===== src/rtl/frame_scheduler_if.sv =====
`default_nettype none
// ============================================================================
// Module      : frame_scheduler_if
// Description : Frame-control and step handshake bundle between the VGA
//               timing / update engines and the frame scheduler.
// Revision    : 1.0 - initial release
// ============================================================================
interface frame_scheduler_if #(
    parameter int NUM_STEPS = 4
);
    logic                 animate;
    logic                 screenend;
    logic                 pause;
    logic [NUM_STEPS-1:0] step_en;
    logic [NUM_STEPS-1:0] step_done;
    logic [NUM_STEPS-1:0] step_req;
    logic                 busy;
    logic                 frame_done;
    logic [7:0]           frame_count;
    logic                 overrun;
    logic                 timeout;

    // Environment side: VGA timing and update engines
    modport master (
        output animate, screenend, pause, step_en, step_done,
        input  step_req, busy, frame_done, frame_count, overrun, timeout
    );

    // Scheduler side
    modport slave (
        input  animate, screenend, pause, step_en, step_done,
        output step_req, busy, frame_done, frame_count, overrun, timeout
    );
endinterface
`default_nettype wire


===== src/rtl/frame_scheduler.sv =====
`default_nettype none
// ============================================================================
// Module      : frame_scheduler
// Description : Sequences the per-frame update steps between animate and
//               screenend, with per-step timeout and overrun detection.
// Revision    : 1.0 - initial release
// ============================================================================
module frame_scheduler #(
    parameter int NUM_STEPS    = 4,
    parameter int STEP_TIMEOUT = 1023
) (
    input  wire              clk,
    input  wire              reset,
    frame_scheduler_if.slave bus
);

    localparam int IDX_W = (NUM_STEPS > 1) ? $clog2(NUM_STEPS) : 1;
    localparam int TMR_W = $clog2(STEP_TIMEOUT + 1);
    localparam logic [IDX_W-1:0] LAST_IDX = IDX_W'(NUM_STEPS - 1);
    localparam logic [TMR_W-1:0] TMR_LAST = TMR_W'(STEP_TIMEOUT - 1);

    typedef enum logic [1:0] {
        IDLE   = 2'd0,
        CHECK  = 2'd1,
        RUN    = 2'd2,
        FINISH = 2'd3
    } state_t;

    state_t               state_q, state_d;
    logic [IDX_W-1:0]     idx_q, idx_d;
    logic [TMR_W-1:0]     timer_q, timer_d;
    logic [NUM_STEPS-1:0] step_req_q, step_req_d;
    logic                 busy_q, busy_d;
    logic                 frame_done_q, frame_done_d;
    logic [7:0]           frame_count_q, frame_count_d;
    logic                 overrun_q, overrun_d;
    logic                 timeout_q, timeout_d;

    always_ff @(posedge clk) begin
        if (reset) begin
            state_q       <= IDLE;
            idx_q         <= '0;
            timer_q       <= '0;
            step_req_q    <= '0;
            busy_q        <= 1'b0;
            frame_done_q  <= 1'b0;
            frame_count_q <= 8'd0;
            overrun_q     <= 1'b0;
            timeout_q     <= 1'b0;
        end else begin
            state_q       <= state_d;
            idx_q         <= idx_d;
            timer_q       <= timer_d;
            step_req_q    <= step_req_d;
            busy_q        <= busy_d;
            frame_done_q  <= frame_done_d;
            frame_count_q <= frame_count_d;
            overrun_q     <= overrun_d;
            timeout_q     <= timeout_d;
        end
    end

    always_comb begin
        state_d       = state_q;
        idx_d         = idx_q;
        timer_d       = timer_q;
        overrun_d     = overrun_q;
        timeout_d     = timeout_q;
        frame_count_d = frame_count_q;

        case (state_q)
            IDLE: begin
                if (bus.animate && !bus.pause) begin
                    state_d = CHECK;
                    idx_d   = '0;
                end
            end
            CHECK: begin
                if (bus.step_en[idx_q]) begin
                    state_d = RUN;
                    timer_d = '0;
                end else if (idx_q == LAST_IDX) begin
                    state_d = FINISH;
                end else begin
                    idx_d = idx_q + IDX_W'(1);
                end
            end
            RUN: begin
                // A done on the final timer cycle still counts as completion
                if (bus.step_done[idx_q]) begin
                    if (idx_q == LAST_IDX) begin
                        state_d = FINISH;
                    end else begin
                        state_d = CHECK;
                        idx_d   = idx_q + IDX_W'(1);
                    end
                end else if (timer_q == TMR_LAST) begin
                    state_d   = IDLE;
                    timeout_d = 1'b1;
                end else begin
                    timer_d = timer_q + TMR_W'(1);
                end
            end
            FINISH: begin
                state_d = IDLE;
            end
            default: begin
                state_d = IDLE;
            end
        endcase

        // The screen deadline overrides completion and timeout alike
        if (state_q != IDLE && bus.screenend) begin
            state_d   = IDLE;
            overrun_d = 1'b1;
            timeout_d = timeout_q;
        end

        if (state_d == IDLE) begin
            idx_d = '0;
        end
        if (state_d == FINISH) begin
            frame_count_d = frame_count_q + 8'd1;
        end

        // Outputs are registered from the next state so they align with it
        step_req_d   = (state_d == RUN) ? (NUM_STEPS'(1) << idx_d) : '0;
        busy_d       = (state_d != IDLE);
        frame_done_d = (state_d == FINISH);
    end

    assign bus.step_req    = step_req_q;
    assign bus.busy        = busy_q;
    assign bus.frame_done  = frame_done_q;
    assign bus.frame_count = frame_count_q;
    assign bus.overrun     = overrun_q;
    assign bus.timeout     = timeout_q;

endmodule
`default_nettype wire


===== src/flat_wrapper.sv =====
// flat-port wrapper written by rule: the top's interface ports become plain ports
module frame_scheduler_flat 
#(
    parameter int NUM_STEPS    = 4,
    parameter int STEP_TIMEOUT = 1023
)
  (clk, reset, bus_animate, bus_screenend, bus_pause, bus_step_en, bus_step_done, bus_step_req, bus_busy, bus_frame_done, bus_frame_count, bus_overrun, bus_timeout);
  frame_scheduler_if #(.NUM_STEPS(NUM_STEPS)) bus_i ();
  input  wire clk;
  input  wire reset;
  input wire logic [$bits(bus_i.animate)-1:0] bus_animate;
  input wire logic [$bits(bus_i.screenend)-1:0] bus_screenend;
  input wire logic [$bits(bus_i.pause)-1:0] bus_pause;
  input wire logic [$bits(bus_i.step_en)-1:0] bus_step_en;
  input wire logic [$bits(bus_i.step_done)-1:0] bus_step_done;
  output wire logic [$bits(bus_i.step_req)-1:0] bus_step_req;
  output wire logic [$bits(bus_i.busy)-1:0] bus_busy;
  output wire logic [$bits(bus_i.frame_done)-1:0] bus_frame_done;
  output wire logic [$bits(bus_i.frame_count)-1:0] bus_frame_count;
  output wire logic [$bits(bus_i.overrun)-1:0] bus_overrun;
  output wire logic [$bits(bus_i.timeout)-1:0] bus_timeout;
  assign bus_i.animate = bus_animate;
  assign bus_i.screenend = bus_screenend;
  assign bus_i.pause = bus_pause;
  assign bus_i.step_en = bus_step_en;
  assign bus_i.step_done = bus_step_done;
  assign bus_step_req = bus_i.step_req;
  assign bus_busy = bus_i.busy;
  assign bus_frame_done = bus_i.frame_done;
  assign bus_frame_count = bus_i.frame_count;
  assign bus_overrun = bus_i.overrun;
  assign bus_timeout = bus_i.timeout;
  frame_scheduler #(.NUM_STEPS(NUM_STEPS), .STEP_TIMEOUT(STEP_TIMEOUT)) u_core (.clk(clk), .reset(reset), .bus(bus_i));
endmodule

===== config.mk =====
export PLATFORM = sky130hd
export DESIGN_NAME = frame_scheduler_flat
export DESIGN_NICKNAME = d
export VERILOG_FILES = /design/src/rtl/frame_scheduler_if.sv /design/src/rtl/frame_scheduler.sv /design/src/flat_wrapper.sv
export SDC_FILE = /design/constraint.sdc
export NUM_CORES = 1
export LEC_CHECK = 0
export BUFFER_PORTS_ARGS = -buffer_cell sky130_fd_sc_hd__buf_2
export CAP_MARGIN = 40
export CELL_PAD_IN_SITES_DETAIL_PLACEMENT = 1
export CELL_PAD_IN_SITES_GLOBAL_PLACEMENT = 2
export CORE_MARGIN = 2
export CORE_UTILIZATION = 35
export CTS_CLUSTER_SIZE = 40
export DETAILED_ROUTE_END_ITERATION = 10
export GPL_ROUTABILITY_DRIVEN = 0
export MAX_ROUTING_LAYER = met4
export PLACE_DENSITY = 0.92
export SYNTH_ARGS = -nofsm -noshare
export SYNTH_HDL_FRONTEND = slang
export SYNTH_SLANG_ARGS = --single-unit

===== constraint.sdc =====
create_clock -name clk -period 5.9 [get_ports clk]
set_clock_uncertainty 0.15 [all_clocks]
set_input_delay 0.295 -clock clk [delete_from_list [all_inputs] [get_ports clk]]
set_output_delay 0.295 -clock clk [all_outputs]
set_load 0.02 [all_outputs]

Word-level counts from Yosys, hierarchy flattened
Cells that the tools add are included.
{"block": "totals", "register_bits": 30, "in_bits": 13, "out_inout_bits": 16}
{"block": "classes", "add_sub_neg": 3, "order_cmp": 1, "n_eq_ne": 10, "shifts": 1, "mux": 22, "bitwise_logic": 3, "n_reduce_logical": 11}
{"operator": "$mux 10", "n": 3}
{"operator": "$mux 2", "n": 12}
{"operator": "$pmux 10 s2", "n": 1}
{"operator": "$add 10x1->10 const B", "n": 1}
{"operator": "$eq 10x10->1 const B", "n": 1}
{"operator": "$eq 2x2->1 const B", "n": 5}
{"operator": "$add 8x1->8 const B", "n": 1}
{"operator": "$pmux 2 s4", "n": 1}
{"operator": "$reduce_and 4->1", "n": 2}
{"operator": "$pmux 2 s3", "n": 1}
{"operator": "$reduce_bool 2->1", "n": 3}
{"operator": "$bmux 1 s2", "n": 2}
{"operator": "$logic_not 2->1", "n": 2}
{"operator": "$ne 2x2->1 const B", "n": 2}
{"operator": "$shl 1x2->4 const A", "n": 1}
{"operator": "$lt 2x3->1 const B", "n": 1}
{"operator": "$not 1->1", "n": 3}
{"operator": "$add 2x1->2 const B", "n": 1}
{"operator": "$eq 2x1->1 const B", "n": 1}
{"operator": "$logic_and 1x1->1", "n": 2}
{"operator": "$mux 1", "n": 2}
{"operator": "$ne 2x1->1 const B", "n": 1}
{"operator": "$reduce_or 2->1", "n": 1}
{"operator": "$logic_not 1->1", "n": 1}

Longest topological paths before layout
{"block": "depth", "ltp_word": 8, "mapped_depth": 7, "depth_no_buf": 6}

Least setup slack after synthesis
No wires, ideal clock.
{"block": "synth_timing", "path_type": "reg-to-reg", "startpoint": "reg u_core.idx_q[1]", "endpoint": "reg u_core.frame_count_q[0] (netlist: u_core.bus.frame_count[0])", "arrival_ps": 1851, "required_ps": 5629, "path_slack_ps": 3778, "path_stages_with_launch": 8, "path_buffers": 2, "synth_period_minus_slack_ps": 2122, "cell_sequence": "dfxtp_1 -> buf_2 -> mux2i_1 -> a22o_1 -> a211oi_2 -> buf_4 -> nor3_1 -> mux2_2"}
{"block": "synth_via", "elab_chain_cells": 6}
{"element": "start, declared", "line": "frame_scheduler.sv:30", "source": "logic [IDX_W-1:0] idx_q, idx_d;"}
{"element": "start signal, assigned", "line": "frame_scheduler.sv:52", "source": "idx_q <= idx_d;"}
{"element": "$bmux 1 s2 (tied with other cells)", "line": "frame_scheduler.sv:90", "source": "if (bus.step_done[idx_q]) begin"}
{"element": "$mux 1 (not written as such) (tied with other cells)", "line": "frame_scheduler.sv:90"}
{"element": "$mux 2, on equally long branches", "line": "frame_scheduler.sv:90, frame_scheduler.sv:79"}
{"element": "$pmux 2 s4 *", "line": "frame_scheduler.sv:71", "source": "case (state_q)"}
{"element": "$mux 2 *", "line": "frame_scheduler.sv:113", "source": "if (state_q != IDLE && bus.screenend) begin"}
{"element": "$eq 2x2->1 *", "line": "frame_scheduler.sv:122", "source": "if (state_d == FINISH) begin"}
{"element": "end signal, assigned", "line": "frame_scheduler.sv:57", "source": "frame_count_q <= frame_count_d;"}
{"element": "end, declared", "line": "frame_scheduler.sv:35", "source": "logic [7:0] frame_count_q, frame_count_d;"}
Every way passes the cells marked *; elsewhere a longest branch is shown, timed or not. The select of a mux whose other input is x is not followed.
A chain may end at the register's enable or synchronous reset.

Final worst setup path
{"block": "layout_timing", "startpoint": "reg u_core.idx_q[0]", "endpoint": "reg u_core.step_req_q[0] (netlist: u_core.bus.step_req[0])"}
{"block": "layout_via", "elab_chain_cells": 8}
{"element": "$bmux 1 s2 (tied with other cells)", "line": "frame_scheduler.sv:90"}
{"element": "$mux 1 (not written as such) (tied with other cells)", "line": "frame_scheduler.sv:90"}
{"element": "$mux 2, on equally long branches", "line": "frame_scheduler.sv:90, frame_scheduler.sv:79"}
{"element": "$pmux 2 s4", "line": "frame_scheduler.sv:71"}
{"element": "$mux 2", "line": "frame_scheduler.sv:113"}
{"element": "$logic_not 2->1 or $eq 2x2->1 (tied branches)", "line": "frame_scheduler.sv:119, frame_scheduler.sv:127"}
{"element": "$mux 2 or $not 1->1 (tied branches)"}
{"element": "$shl 1x2->4 or $reduce_or 2->1 (tied branches)"}
{"element": "end signal, assigned", "line": "frame_scheduler.sv:54", "source": "step_req_q <= step_req_d;"}
{"element": "end, declared", "line": "frame_scheduler.sv:32", "source": "logic [NUM_STEPS-1:0] step_req_q, step_req_d;"}
Parallel ways exist; a longest one is shown, timed or not. The select of a mux whose other input is x is not followed.

==> out/qor.yml <==
outcome: "complete, no violations"
rr_worst_depth: 5
drc: 0
critPathKind: "reg2reg"
coreArea_um2: 4090
antenna_cells: 0
final_cell_mix: "dfxtp_1, buf_2, a21oi_1"
grt_max_degree: 22
period_needed_ns: 2.69
path_cells: "mux4_2 -> nor2b_4 -> a211oi_2 -> or4_1 -> and3b_1"
startpoint_type: "flip-flop"
cp.required_ns: 5.93
cts.sinks: 30
cap_violations: 0
clkTransAtPathRegs_ns: 0.07
ys_ff_latch: 30
async_reset_ff_share_pct: 0
syn_avg_cell_area_um2: 8.69
die_x_um: 69.9
post_cts_buffers: 0
synth_edf_count: 0
root_buffer: "clkbuf_8"
crit_path_max_fanout: 13
power.density_nw_per_um2: 241
worst_pin_slew_ns: 0.742
hold_buffers: 0
port_buffers: 28
fin_crit_sh_pct: 45.5
drive_gt1_share_pct: 23.2
grt_pass1_vias: 1448
crit_start: "u_core.idx_q[0]"
vias_per_cell: 5.63
slowest_delay_ns: 0.64
ant_nets: 0
ys_types: 43
yosys_warnings: 0
hold-path-endpoint: "u_core.bus.overrun"
cts_buffers: 5
ios: 29
synthXorXnorAreaFrac_pct: 0
first_pass_iters: 4
overflow: 0
fillers: 515
reg2reg_to: "u_core.bus.step_req[0]"
drt_iter0_drc: 23
final_common_cell: "dfxtp_1"
hold_path_depth: 3
muxShareOfSynthArea_pct: 5.67
worst_path_dominant_cell_family: "simple AND/OR/NAND/NOR gates"
syn_to_final_growth_pct: 17.6
vias: 1424
drv_slew: 0
grt_pass1_wl_um: 6510
final_nets: 218
cts_tree: "done"
rsz0062_at_grt: "false"
peakVddDrop_mv: 0.105
path_buf_inv: 0
crit_arrival_ns: 2.71
slowest_stage: "a211oi_2"
area.sequential_um2: 601
final.setup.tns_ns: 0
reg2reg_from: "u_core.idx_q[0]"
synth_compound_area_share_pct: 17.4
synthAdderAreaFrac_pct: 2.47
routed_wl_um: 3840
p_leak_nw: 0.691
netlist_area_um2: 1520
clk_latency_ns: 0.28
htreeDepth: 2
synth_cells: 175
yosys.area_share.simple_pct: 29.9
hp-start: "bus_screenend"
hold_path_class: "in2reg"
start_util_pct: 37.2
finalHoldViolations: 0
dpl.hpwl_um: 2930
rows: 23
route.detailed.wl_per_inst_um: 15.2
cts_buffer_depth: 2
multi_input_area_um2: 843
dieArea_um2: 4890
synth_top_flop_cell: "dfxtp_1"
synth_top_family_by_area: "simple AND/OR/NAND/NOR gates"
finalSetupViolCount: 0
crit_path_end_kind: "flip-flop"
ctsResizeCount: 0
max_freq_mhz: 372
relSlewSlack_pct: 50.4
synthesis.nets: 191
rrSetupSlack_ns: 3.21
die_height_um: 69.9
yosysSeqAreaShare_pct: 39.5
fin_util_pct: 43.8
antenna_found_initial: 0
track_usage_pct: 16.8
[registers in the layout (all words and copies together), names as in the netlist, 2 cells and up]
signal	cells
u_core.bus.frame_count	8
u_core.bus.step_req	4
u_core.idx_q	2
u_core.state_q	2
u_core.timer_q	10
[routing by layer]
layer / global-route usage, % / up-vias / wire (µm)
li1: - / 701 / -
met3: 4.18 / 8 / 127
met5: - / - / 0
met2: 29.3 / 24 / 2010
met4: 6.62 / 0 / 74
met1: 18.4 / 691 / 1630
[synth_stat cells, types with 2 or more instances]
cell      instances  area (µm²)
dfxtp_1          30         601
a21oi_1          18        90.1
nand2_1          15        56.3
or4_1             9        67.6
inv_1             7        26.3
nor2_1            7        26.3
o21ai_0           7        35.0
o31ai_1           7        52.6
or3_1             7        43.8
nand2b_1          6        37.5
buf_2             5        25.0
nand4_1           5        31.3
nand3_1           4        20.0
nor3b_1           4        30.0
ha_1              3        37.5
mux2_2            3        33.8
mux2i_1           3        30.0
o22ai_1           3        18.8
and3_1            2        12.5
and3b_1           2        17.5
clkbuf_1          2        7.51
nand3b_1          2        15.0
nor2b_1           2        12.5
nor3_1            2        10.0
or2_2             2        12.5
[power by group]
part | switching, mW | internal [mW]
logic | 0.0128 | 0.00841
registers | 0.00123 | 0.204
clock network | 0.0814 | 0.124
[cells by family after synthesis]
group / Yosys count
AO/OA/AOI/OAI: 43
adder cells (fa/ha/maj): 3
buffers and inverters: 16
flip-flops: 30
multiplexers: 7
AND/OR/NAND/NOR: 76
[stage by stage]
stage	cells	setup WS (ns)	cell area, µm²	hold slack (ns)	power (mW)
after CTS	253	3.22	1790	0.234	0.435
after floorplan	175	3.78	1520	0.298	0.222
after global routing	253	3.08	1790	0.264	0.446
final	253	3.21	1790	0.239	0.432
after detailed placement	245	3.23	1680	0.315	0.231
after global placement	244	3.37	1670	0.300	0.230
[area by class of cell]
type / instances / area share (%)
clock inverters: 3 / 2.24
flip-flops and latches: 30 / 33.6
clock buffers: 5 / 3.85
well taps: 50 / 3.50
multi-input cells: 129 / 47.1
inverters: 7 / 1.47
repair buffers: 29 / 8.25
[worst register-to-register path, delay by kind of cell, from the launching register on]
| family | cells | cell delay [ns] |
|---|---|---|
| AO/OA/AOI/OAI | 1 | 0.64 |
| flip-flops | 1 | 0.49 |
| AND/OR/NAND/NOR | 3 | 0.72 |
| multiplexers | 1 | 0.57 |
[worst max path at each step]
| stage | end | slack [ns] | cells after the start |
|---|---|---|---|
| floorplan | u_core.bus.frame_count[0] | 3.78 | 7 |
| detailed placement | u_core.bus.step_req[0] | 3.23 | 5 |
| CTS | u_core.bus.step_req[0] | 3.22 | 5 |
| finish | u_core.bus.step_req[0] | 3.21 | 5 |
| global route | u_core.bus.step_req[0] | 3.08 | 5 |
| global placement | u_core.bus.step_req[0] | 3.37 | 5 |
Note: power is estimated with default switching activity, not from simulation.
